==> config.mk <==
export PLATFORM = sky130hd
export DESIGN_NAME = collatz_engine_flat
export DESIGN_NICKNAME = d
export VERILOG_FILES = /design/src/rtl/collatz_engine_if.sv /design/src/rtl/collatz_engine.sv /design/src/flat_wrapper.sv
export SDC_FILE = /design/constraint.sdc
export NUM_CORES = 1
export LEC_CHECK = 0
export ABC_AREA = 1
export CORE_UTILIZATION = 66
export DETAILED_ROUTE_END_ITERATION = 8
export DONT_BUFFER_PORTS = 1
export GPL_TIMING_DRIVEN = 0
export PLACE_DENSITY_LB_ADDON = 0.25
export SETUP_SLACK_MARGIN = 0.5
export SYNTH_ARGS = -nofsm -noshare
export SYNTH_HDL_FRONTEND = slang
export SYNTH_SLANG_ARGS = --single-unit
==> constraint.sdc <==
create_clock -name clk -period 3.5 [get_ports clk]
set_input_delay 0.7 -clock clk [delete_from_list [all_inputs] [get_ports clk]]
set_output_delay 0.7 -clock clk [all_outputs]
set_load 0.05 [all_outputs]
==> src/rtl/collatz_engine_if.sv <==
`default_nettype none
// ============================================================================
//  Module      : collatz_engine_if
//  Description : Start/result bundle between a requester and collatz_engine.
//                master drives the seed/mode/start strobe and observes the
//                busy/done handshake and the run results; slave is the engine.
//                Ports carried:
//                  st    - start strobe
//                  md    - mode (0 standard, 1 shortcut)
//                  co    - seed, N_W bits
//                  bs    - busy
//                  done  - one-cycle completion pulse
//                  steps - operations performed, CNT_W bits
//                  peak  - largest stored working value, K_W bits
//                  ovf   - odd step result exceeded K_W bits
//                  tmo   - step counter exhausted before reaching 1
//                  err   - seed was zero
//  Revision    : 1.0 - initial release
// ============================================================================
interface collatz_engine_if #(
    parameter int N_W   = 16,
    parameter int K_W   = 20,
    parameter int CNT_W = 10
) ();
    logic             st;
    logic             md;
    logic [N_W-1:0]   co;
    logic             bs;
    logic             done;
    logic [CNT_W-1:0] steps;
    logic [K_W-1:0]   peak;
    logic             ovf;
    logic             tmo;
    logic             err;

    modport master (
        output st, md, co,
        input  bs, done, steps, peak, ovf, tmo, err
    );

    modport slave (
        input  st, md, co,
        output bs, done, steps, peak, ovf, tmo, err
    );
endinterface : collatz_engine_if
`default_nettype wire

==> src/rtl/collatz_engine.sv <==
`default_nettype none
// ============================================================================
//  Module      : collatz_engine
//  Description : Iterates the Collatz sequence from a captured seed, one
//                operation per clock, until the working value reaches 1.
//                Reports the operation count, the peak stored value and
//                mutually exclusive overflow / timeout / zero-seed flags.
//                Standard mode: even k -> k/2, odd k -> 3k+1.
//                Shortcut mode: odd k -> (3k+1)/2 in a single operation.
//                Ports:
//                  clk   - rising-edge clock
//                  rst_n - asynchronous active-low reset
//                  bus   - collatz_engine_if.slave (st/md/co in,
//                          bs/done/steps/peak/ovf/tmo/err out)
//                The interface instance must use the same N_W/K_W/CNT_W
//                values as this module; K_W must be at least N_W.
//  Revision    : 1.0 - initial release
// ============================================================================
module collatz_engine #(
    parameter int N_W   = 16,
    parameter int K_W   = 20,
    parameter int CNT_W = 10
) (
    input  wire logic        clk,
    input  wire logic        rst_n,
    collatz_engine_if.slave  bus
);

    typedef enum logic [1:0] {
        S_IDLE = 2'd0,
        S_RUN  = 2'd1,
        S_DONE = 2'd2
    } state_t;

    state_t             state_q, state_d;
    logic [K_W-1:0]     k_q,     k_d;
    logic [CNT_W-1:0]   steps_q, steps_d;
    logic [K_W-1:0]     peak_q,  peak_d;
    logic               mode_q,  mode_d;
    logic               ovf_q,   ovf_d;
    logic               tmo_q,   tmo_d;
    logic               err_q,   err_d;
    logic               bs_q,    bs_d;
    logic               done_q,  done_d;

    // 3k+1 is formed two bits wider than k so any overflow of the working
    // register shows up in the top two bits rather than wrapping.
    logic [K_W+1:0]     t_wide;
    logic               t_ovf;
    logic [K_W-1:0]     k_odd;

    assign t_wide = {2'b00, k_q} + {1'b0, k_q, 1'b0} + (K_W+2)'(1);
    assign t_ovf  = (t_wide[K_W+1:K_W] != 2'b00);
    // When t_ovf is clear, t_wide[K_W] is zero, so the halved value is exact.
    assign k_odd  = mode_q ? t_wide[K_W:1] : t_wide[K_W-1:0];

    always_comb begin
        state_d = state_q;
        k_d     = k_q;
        steps_d = steps_q;
        peak_d  = peak_q;
        mode_d  = mode_q;
        ovf_d   = ovf_q;
        tmo_d   = tmo_q;
        err_d   = err_q;

        case (state_q)
            S_IDLE: begin
                if (bus.st) begin
                    k_d     = K_W'(bus.co);
                    peak_d  = K_W'(bus.co);
                    steps_d = '0;
                    mode_d  = bus.md;
                    ovf_d   = 1'b0;
                    tmo_d   = 1'b0;
                    err_d   = (bus.co == '0);
                    state_d = (bus.co == '0) ? S_DONE : S_RUN;
                end
            end

            S_RUN: begin
                if (k_q == K_W'(1)) begin
                    state_d = S_DONE;
                end else if (&steps_q) begin
                    // Counter saturated: stop without touching k or steps.
                    tmo_d   = 1'b1;
                    state_d = S_DONE;
                end else if (!k_q[0]) begin
                    k_d     = k_q >> 1;
                    steps_d = steps_q + CNT_W'(1);
                end else if (t_ovf) begin
                    // Abort before storing; k, steps and peak keep the last
                    // value that fitted.
                    ovf_d   = 1'b1;
                    state_d = S_DONE;
                end else begin
                    k_d     = k_odd;
                    steps_d = steps_q + CNT_W'(1);
                    // Halving never raises the value, so peak only needs an
                    // update on odd steps.
                    if (k_odd > peak_q) begin
                        peak_d = k_odd;
                    end
                end
            end

            S_DONE: begin
                state_d = S_IDLE;
            end

            default: begin
                state_d = S_IDLE;
            end
        endcase

        // Handshake outputs are flopped from the next state so they are pure
        // register outputs with no path from st/co/md.
        bs_d   = (state_d == S_RUN);
        done_d = (state_d == S_DONE);
    end

    always_ff @(posedge clk or negedge rst_n) begin
        if (!rst_n) begin
            state_q <= S_IDLE;
            k_q     <= '0;
            steps_q <= '0;
            peak_q  <= '0;
            mode_q  <= 1'b0;
            ovf_q   <= 1'b0;
            tmo_q   <= 1'b0;
            err_q   <= 1'b0;
            bs_q    <= 1'b0;
            done_q  <= 1'b0;
        end else begin
            state_q <= state_d;
            k_q     <= k_d;
            steps_q <= steps_d;
            peak_q  <= peak_d;
            mode_q  <= mode_d;
            ovf_q   <= ovf_d;
            tmo_q   <= tmo_d;
            err_q   <= err_d;
            bs_q    <= bs_d;
            done_q  <= done_d;
        end
    end

    assign bus.bs    = bs_q;
    assign bus.done  = done_q;
    assign bus.steps = steps_q;
    assign bus.peak  = peak_q;
    assign bus.ovf   = ovf_q;
    assign bus.tmo   = tmo_q;
    assign bus.err   = err_q;

endmodule : collatz_engine
`default_nettype wire
==> src/flat_wrapper.sv <==
// flat-port wrapper written by rule: the top's interface ports become plain ports
module collatz_engine_flat 
#(
    parameter int N_W   = 16,
    parameter int K_W   = 20,
    parameter int CNT_W = 10
)
  (clk, rst_n, bus_st, bus_md, bus_co, bus_bs, bus_done, bus_steps, bus_peak, bus_ovf, bus_tmo, bus_err);
  collatz_engine_if #(.N_W(N_W), .K_W(K_W), .CNT_W(CNT_W)) bus_i ();
  input  wire logic clk;
  input  wire logic rst_n;
  input wire logic [$bits(bus_i.st)-1:0] bus_st;
  input wire logic [$bits(bus_i.md)-1:0] bus_md;
  input wire logic [$bits(bus_i.co)-1:0] bus_co;
  output wire logic [$bits(bus_i.bs)-1:0] bus_bs;
  output wire logic [$bits(bus_i.done)-1:0] bus_done;
  output wire logic [$bits(bus_i.steps)-1:0] bus_steps;
  output wire logic [$bits(bus_i.peak)-1:0] bus_peak;
  output wire logic [$bits(bus_i.ovf)-1:0] bus_ovf;
  output wire logic [$bits(bus_i.tmo)-1:0] bus_tmo;
  output wire logic [$bits(bus_i.err)-1:0] bus_err;
  assign bus_i.st = bus_st;
  assign bus_i.md = bus_md;
  assign bus_i.co = bus_co;
  assign bus_bs = bus_i.bs;
  assign bus_done = bus_i.done;
  assign bus_steps = bus_i.steps;
  assign bus_peak = bus_i.peak;
  assign bus_ovf = bus_i.ovf;
  assign bus_tmo = bus_i.tmo;
  assign bus_err = bus_i.err;
  collatz_engine #(.N_W(N_W), .K_W(K_W), .CNT_W(CNT_W)) u_core (.clk(clk), .rst_n(rst_n), .bus(bus_i));
endmodule
==> results of run 1 <==
## Yosys cell counts, types with 3 or more instances
cell type / number
o21bai_1: 3
nor2_1: 63
inv_2: 6
a21boi_0: 5
a22oi_1: 6
buf_6: 5
ha_1: 53
o21ai_0: 25
o21ai_1: 3
a21oi_1: 23
xnor2_1: 5
nand3_1: 71
clkbuf_1: 11
buf_4: 5
nand2_1: 385
inv_1: 165
nor4_1: 3
nand3b_1: 4
nand4_1: 18
xor2_1: 5
dfrtp_1: 58
nor2_2: 5
## what timing repair did
action | 4_1_cts
endpoints found under the setup margin | 20
cloned | 1
hold buffers | 0
buffers inserted | 54
pin swaps | 61
gates resized for setup | 193
## logic make-up after synthesis
family	synth area share
AND/OR/NAND/NOR	0.412
buffers and inverters	0.137
AO/OA/AOI/OAI	0.0665
flip-flops	0.251
adder cells (fa/ha/maj)	0.118
XOR/XNOR	0.0152
## metal layers
layer | overflow | global-route usage
met2 | 11 | 0.929
met5 | 0 | 0.262
met4 | 6 | 0.799
met1 | 0 | 0.780
met3 | 1 | 0.665
## stage by stage
stage	std cells	TNS, ps	hold WS (ps)	area, um^2
after CTS	1126	0	38.0	7340
after detailed placement	1055	-2420	407	5910
after global placement	1055	-1940	407	5910
after floorplan	950	0	404	5780
==> results.md, run 1 <==
- Status: stopped before the end
- Exit stage: global routing
- Err: [ERROR GRT-0232] Routing congestion too high. Check the congestion heatmap in the GUI.
- Chip Width: 95.5 um
- Worst setup endpoint GRT: u_core.bus.peak[12]$_DFFE_PN0P_/D
- Starting Density: 0.692
- H-tree depth: 3
- Syn Area/Cell: 6.08 um^2
- Clock Sinks: between 50 and 60
- Mapped Cells: 950
- Sequential-to-total area share from yosys stat: 0.251
- Grt total ovfl: 18
- Post-DP HPWL: around 12000 um
- Async S/R FF share, synth: 1.00
- Synthesized area: between 0.005 and 0.006 mm^2
- YS warnings: 0
- Row count: 33
- GRT Overall Usage: 0.786
- Post-synth EDFFs: 0
- Io pins: 55
- Mapped Nets: a little over 1000
- Root Buffer: clkbuf_8
- Number of distinct library cells after synthesis: 38
- Pin count of the biggest net entering global routing: 59
- CTS Buf Count: 9
- Pre-CTS setup slack: -153 ps
- Worst EP kind: register data pin
- Top_reg_cell synth: dfrtp_1
- Top cell type's share of synthesized area: 0.251
- Routability cong.: 0.974
- Post-synthesis register bit count: just under 60
- I/O Buffers: 0
- Synth top area cells: dfrtp_1 25%, nand2_1 25%, ha_1 11%
- Die Ht: about 96 um
- Worst-case clock buffer depth: 2
- Yosys top cell by area: dfrtp_1
==> run 2: changes to the inputs <==
--- a/config.mk
+++ b/config.mk
@@ -6,12 +6,11 @@
 export NUM_CORES = 1
 export LEC_CHECK = 0
 export ABC_AREA = 1
-export CORE_UTILIZATION = 66
+export CORE_UTILIZATION = 40
 export DETAILED_ROUTE_END_ITERATION = 8
 export DONT_BUFFER_PORTS = 1
 export GPL_TIMING_DRIVEN = 0
-export PLACE_DENSITY_LB_ADDON = 0.25
-export SETUP_SLACK_MARGIN = 0.5
+export PLACE_DENSITY_LB_ADDON = 0.15
 export SYNTH_ARGS = -nofsm -noshare
 export SYNTH_HDL_FRONTEND = slang
 export SYNTH_SLANG_ARGS = --single-unit
==> run 2 against run 1 <==
The flow now finishes without violations. Area after synthesis unchanged. Synthesized cell count stayed put.
==> results.md, run 2 <==
- Initial antenna violation count: 0
- Routability cong.: 0.920 (-5.5%)
- Vias in the first global route: 5386
- Die Ht: 122 um (+28%)
- CP Data Arrival Time: 3610 ps
- Root Buffer: clkbuf_16
- Pin count of the biggest net entering global routing: 59
- Post-Route WL: around 19000 um
- Most frequent cell after synthesis: nand2_1
- Most common cell after layout, fill and taps aside: nand2_1
- Crit path kind: reg2reg
- Pre-antenna DRT Iters: 5
- H-tree depth: 3 (unchanged)
- Skew-Pair Late Insertion Delay: about 330 ps
- Max_slew headroom: 0.501
- CTS Buf Count: 9 (unchanged)
- Wire per inst: ~16 um
- Io pins: 55 (unchanged)
- CP max-delay cell: dfrtp_2
- Tightest Hold Check Type: in2async
- Starting Density: 0.413 (-0.280)
- Number of distinct library cells after synthesis: 38 (unchanged)
- Antenna Nets Post-Route: 0
- Core ar.: ~0.014 mm^2
- Final Setup Violations: 0
- Fin crit period: between 3000 and 4000 ps
- Top cell type's share of synthesized area: 0.251 (unchanged)
- Post-synth EDFFs: 0 (unchanged)
- GRT Overall Usage: 0.244
- I/O Buffers: 0 (unchanged)
- Largest stage delay, worst path: roughly 440 ps
- CP most frequent cell: nand2_4
- CP Cell Sequence: buf_12, ha_4, nand2_4, nor2_2, inv_1, nor2_4, nand3b_1, nand3_1, nand2_2, nand3_2, nand2_4, ha_4, nand2_1, nor2_4, nand2_4, nor2_4, nand2_2, nand3_2, nand2_2, a21oi_4, nand2_4, clkbuf_16, nand2_1, nand2_1
- Crit end category: flop
- Mapped Nets: 1024 (unchanged)
- Clk_skew: a little over 5 ps
- Worst slew pin tran: about 740 ps
- Final period util: 0.970
- Post-DP HPWL: 13600 um (+13%)
- Worst-case clock buffer depth: 2 (unchanged)
- Layout Area Growth over Synthesis: 32.8%
- Fmax: roughly 290 MHz
- Mapped Cells: 950 (unchanged)
- Max Cap Viol: 0
- CP max FO: 5
- Hold buffers post-CTS: 0 (unchanged)
- Vias per cell: around 5
- Clock Sinks: 58 (unchanged)
- Row count: 43 (+30%)
- Sequential-to-total area share from yosys stat: 0.251 (unchanged)
- CTS tree: yes
- Grt total ovfl: 0
- Post-synth top cells: 385 x nand2_1, 165 x inv_1, 71 x nand3_1, 63 x nor2_1, 58 x dfrtp_1
- Clk pin slew, worst setup/hold paths: approximately 50 ps
- Hold slack: between 60 and 70 ps
- Startpoint Class: flop
- Status: finished clean
- Final Net Count: around 1100
- Async S/R FF share, synth: 1.00 (unchanged)
- Post-synthesis register bit count: 58 (unchanged)
- Synth top area cells: dfrtp_1 25%, nand2_1 25%, ha_1 11%
- Via count: 5959
- YS warnings: 0 (unchanged)
- Hold Vio Cnt, Final: 0
- Filler instances: about 1400
- Synthesized area: 0.00578 mm^2 (unchanged)
- Max-slew violation count: 0
- # DRC: 0
- Yosys top cell by area: dfrtp_1
- Antenna diode count: 0
- Most frequent cells in the layout: 315 x nand2_1, 140 x inv_1, 58 x nand2_2, 50 x buf_4, 49 x nand3_1
- Final setup margin: 106 ps
- First-pass GRT wire length: 27800 um
- Reg2Reg Depth: 24
- Worst path required time: about 3700 ps
- Pre-CTS setup slack: -466 ps (-314 ps)
- DRT iter0 DRCs: between 400 and 500
- Top_reg_cell synth: dfrtp_1
- Die area: roughly 0.015 mm^2
- Chip Width: 122 um (+28%)
- Syn Area/Cell: 6.08 um^2 (unchanged)
- Layout cells sized above 1: 0.285
-- run 2: cell counts after synthesis --
Identical to the previous run, type by type.
-- run 2: area by class of cell --
type / instances / area [um^2] / area share
Clock inverter: 4 / 75.1 / 0.00978
Buffer: 24 / 169 / 0.0220
Clock buffer: 11 / 253 / 0.0329
Inverter: 171 / 642 / 0.0837
Sequential cell: 58 / 1480 / 0.192
Tap cell: 180 / 225 / 0.0294
Timing Repair Buffer: 49 / 423 / 0.0551
Multi-Input combinational cell: 697 / 4410 / 0.575
-- run 2: through the flow --
stage | cell area [um^2] | util | TNS [ps] | instances
2_1_floorplan | 5780 | - | 0 | 950
3_3_place_gp | 6000 | 0.429 | -6920 | 1130
3_5_place_dp | 6000 | 0.429 | -7100 | 1130
4_1_cts | 6690 | 0.478 | 0 | 1160
5_1_grt | 7670 | 0.548 | -1100 | 1194
6_report | 7670 | 0.548 | 0 | 1194
-- run 2: what timing repair did --
| item | in CTS | in global routing |
|---|---|---|
| setup buffers | 15 | 32 |
| pin swaps | 5 | 58 |
| cloned | 0 | 2 |
| endpoints found under the setup margin | 20 | 20 |
| gates resized for setup | 61 | 176 |
-- run 2: cell families after synthesis --
| logic type | share of synthesized area |
|---|---|
| compound gates | 0.0665 |
| fa+ha+maj | 0.118 |
| simple gates | 0.412 |
| flops | 0.251 |
| xor+xnor | 0.0152 |
| buf+inv | 0.137 |
-- run 2: worst paths after layout --
check	from	end	slack (ps)
max in group asynchronous	rst_n	u_core.k_q[18]$_DFFE_PN0P_	3300
min reg2reg	u_core.k_q[17]$_DFFE_PN0P_	u_core.k_q[17]$_DFFE_PN0P_	600
max reg2reg	u_core.k_q[15]$_DFFE_PN0P_	u_core.bus.peak[0]$_DFFE_PN0P_	110
max	u_core.k_q[15]$_DFFE_PN0P_	u_core.bus.peak[0]$_DFFE_PN0P_	110
min	rst_n	u_core.k_q[6]$_DFFE_PN0P_	70
min in group clk	bus_md	u_core.mode_q$_DFFE_PN0P_	520
-- run 2: critical path: cells and delay by family, from the launching register on --
kind / cells / cell delay [ps]
compound gates: 1 / 180
fa+ha+maj: 2 / 570
buf+inv: 3 / 400
flops: 1 / 440
simple gates: 18 / 1670
-- run 2: per-layer routing --
layer	vias to the layer above	wire, um	GRT usage
met3	31	850	0.0510
met5	-	0	0
met4	0	452	0.0587
met2	123	8800	0.396
met1	2768	8560	0.329
li1	3037	-	-
Power of run 2 is not shown: default switching activity piles up to over one toggle a cycle in this logic, so the estimate is an artifact.
==> run 3: changes to the inputs <==
--- a/config.mk
+++ b/config.mk
@@ -11,6 +11,7 @@
 export DONT_BUFFER_PORTS = 1
 export GPL_TIMING_DRIVEN = 0
 export PLACE_DENSITY_LB_ADDON = 0.15
+export RECOVER_POWER = 25
 export SYNTH_ARGS = -nofsm -noshare
 export SYNTH_HDL_FRONTEND = slang
 export SYNTH_SLANG_ARGS = --single-unit
==> results of run 3 <==
Final layout, timing and power as in run 2 (identical DEF).
Power of run 3 is left out for the same reason.
==> run 4: changes to the inputs <==
--- a/config.mk
+++ b/config.mk
@@ -6,6 +6,7 @@
 export NUM_CORES = 1
 export LEC_CHECK = 0
 export ABC_AREA = 1
+export CORE_ASPECT_RATIO = 0.8
 export CORE_UTILIZATION = 40
 export DETAILED_ROUTE_END_ITERATION = 8
 export DONT_BUFFER_PORTS = 1
==> constraint.sdc (replaced) <==
create_clock -name clk -period 2.8 [get_ports clk]
set_input_delay 0.56 -clock clk [delete_from_list [all_inputs] [get_ports clk]]
set_output_delay 0.56 -clock clk [all_outputs]
set_load 0.05 [all_outputs]
==> run 4 against run 3 <==
Global-route usage rose by 1.2 points. Utilization fell by 0.23 points. Critical path depth fell by 1. Sequential share of layout area rose by 0.31 points. The flow now finishes with violations (max-capacitance violations, max-slew violations, negative setup slack). Setup slack got worse by 680 ps. Critical path type unchanged. Die area barely moved. Non-clock buffer count fell by 2. First-iteration DRC count fell by 11%.
==> results.md, run 4 (synthesis results as in run 2) <==
- Worst path required time: 3010 ps (-700 ps)
- GRT Overall Usage: 0.256 (+0.0125)
- CTS tree: yes
- Routability cong.: 0.927 (+0.70%)
- CP most frequent cell: nand2_1
- Crit end category: flop
- Clk pin slew, worst setup/hold paths: 50 ps (about the same)
- Most frequent cells in the layout: 307 x nand2_1, 139 x inv_1, 68 x nand2_2, 57 x nand3_1
- Via count: 6018 (+0.99%)
- Die area: 0.0149 mm^2 (about the same)
- Max_slew headroom: -0.0494 (-0.551)
- Wire per inst: 15.6 um (-0.10%)
- CP max-delay cell: dfrtp_2
- Max Cap Viol: 1 (+1)
- Chip Width: 136 um (+12%)
- Fmax: 296 MHz (+0.45%)
- Antenna diode count: 0 (unchanged)
- Post-Route WL: 18600 um (-0.19%)
- Root Buffer: clkbuf_16
- Hold Path End: u_core.mode_q$_DFFE_PN0P_
- Worst slew pin tran: 1570 ps (+833 ps)
- Core ar.: 0.0138 mm^2 (-1.1%)
- Antenna Nets Post-Route: 0 (unchanged)
- Status: finished with violations
- Largest stage delay, worst path: 450 ps (about the same)
- Unrepaired setup endpoints after global routing: yes
- Layout Area Growth over Synthesis: 30.8%
- Tightest Hold Check Type: in2reg
- Pin count of the biggest net entering global routing: 59 (unchanged)
- Most common cell after layout, fill and taps aside: nand2_1
- Reg2Reg Depth: 23 (-4.2%)
- Final setup margin: -579 ps (-685 ps)
- Post-Place Cells: 1130 (unchanged)
- Worst R2R End: u_core.bus.peak[16]$_DFFE_PN0P_
- Layout cells sized above 1: 0.286 (+0.00127)
- Starting Density: 0.417 (+0.00456)
- First-pass GRT wire length: 29000 um (+4.6%)
- Final Setup Violations: 20 (+20)
- Fin cells: 1193 (-0.084%)
- Post-DP HPWL: 13700 um (+0.76%)
- H-tree depth: 3 (unchanged)
- # DRC: 0 (unchanged)
- DRT iter0 DRCs: 369 (-11%)
- Grt total ovfl: 0 (unchanged)
- R2R setup slack: -580 ps (-680 ps)
- Final period util: 1.21 (+0.237)
- Vias per cell: 5.04 (+1.1%)
- Io pins: 55 (unchanged)
- Pre-antenna DRT Iters: 5 (unchanged)
- CTS Buf Count: 9 (unchanged)
- Hold path depth: 2
- Startpoint Class: flop
- Final Net Count: 1082 (-0.18%)
- Worst-case clock buffer depth: 2 (unchanged)
- Vias in the first global route: 5632 (+4.6%)
- Hold Startpoint: bus_md
- Crit path kind: reg2reg
- Fin crit period: 3380 ps (-15.1 ps)
- Crit path launch: u_core.k_q[2]$_DFFE_PN0P_
- Final Util: 0.546 (-0.00227)
- I/O Buffers: 0 (unchanged)
- CP max FO: 5 (unchanged)
- Clk_skew: 6.15 ps (+1.06 ps)
- Max-slew violation count: 59 (+59)
- Skew-Pair Late Insertion Delay: 330 ps (about the same)
- CP Data Arrival Time: 3590 ps (-20 ps)
- Initial antenna violation count: 0 (unchanged)
- CP Cell Sequence: buf_6, fa_2, nand3_4, nand3_4, nand2_2, nand2_1, nand2_1, nand3_1, nand2_2, inv_1, ha_1, nand2_2, nor2_2, nand4_1, nor2_4, nand2_1, nand3_1, nand2_2, a21oi_4, nand2_4, buf_6, nand2_1, nand2_1
- Row count: 38 (-12%)
- RR Startpoint: u_core.k_q[2]$_DFFE_PN0P_
- Die Ht: 109 um (-10%)
- Hold Vio Cnt, Final: 0 (unchanged)
- Clock Sinks: 58 (unchanged)
- Failing checks: max-capacitance violations, max-slew violations, negative setup slack
[run 4: cell types whose count changed in the layout (fill, tap and decap cells not counted), moves of 3 or more]
cell,previous run,this run
buf_4,50,46
buf_6,5,10
nand2_1,315,307
nand2_2,58,68
nand2_4,16,13
nand3_1,49,57
nand3_2,19,12
[run 4: per-stage QoR]
stage / worst slack (ps) / TNS [ps] / cell area, um^2 / hold slack (ps)
3_5_place_dp: -896 / -17460 / 6270 / 267
3_3_place_gp: -867 / -16900 / 6270 / 267
2_1_floorplan: -86.9 / -1680 / 6040 / 264
6_report: -579 / -11280 / 7560 / 390
4_1_cts: -508 / -9960 / 7230 / 115
5_1_grt: -743 / -14600 / 7560 / 399
[run 4: what timing repair did]
| action | in CTS | in global routing |
|---|---|---|
| hold buffers | 1 | 0 |
| gates cloned | 2 | 0 |
| pin swaps | 48 | 48 |
| setup buffers | 37 | 7 |
| setup endpoints to repair | 20 | 48 |
| resized for setup | 99 | 80 |
| hold endpoints to repair | 58 | 0 |
[run 4: worst max path at each step]
stage                                            endpoint  slack (ps)  cells past startpoint
after floorplan           u_core.bus.peak[16]$_DFFE_PN0P_         -90                     24
after global placement     u_core.bus.peak[3]$_DFFE_PN0P_        -870                     25
after detailed placement   u_core.bus.peak[3]$_DFFE_PN0P_        -900                     23
after CTS                 u_core.bus.peak[16]$_DFFE_PN0P_        -510                     24
after global routing       u_core.bus.peak[8]$_DFFE_PN0P_        -740                     25
final                     u_core.bus.peak[16]$_DFFE_PN0P_        -580                     23
[run 4: layout make-up]
| type | instances | area [um^2] |
|---|---|---|
| Fill cell | 1399 | 6280 |
| Multi-Input combinational cell | 697 | 4360 |
| Sequential cell | 58 | 1480 |
| Inverter | 171 | 642 |
| Timing Repair Buffer | 47 | 378 |
| Clock buffer | 10 | 239 |
| Tap cell | 180 | 225 |
| Buffer | 24 | 165 |
| Clock inverter | 6 | 66.3 |
[run 4: critical path, delay by kind of cell, from the launching register on]
| kind | cells | cell delay, ps |
|---|---|---|
| buffers and inverters | 3 | 370 |
| adder cells (fa/ha/maj) | 2 | 680 |
| flip-flops | 1 | 450 |
| AO/OA/AOI/OAI | 1 | 220 |
| AND/OR/NAND/NOR | 17 | 1530 |
[run 4: layer usage]
metal,GRT usage,vias up,part of all wire
li1,-,3049,-
met1,0.362,2788,0.48
met2,0.392,154,0.44
met3,0.0539,27,0.061
met4,0.0714,0,0.017
met5,0,-,0
Power of run 4 is left out for the same reason.
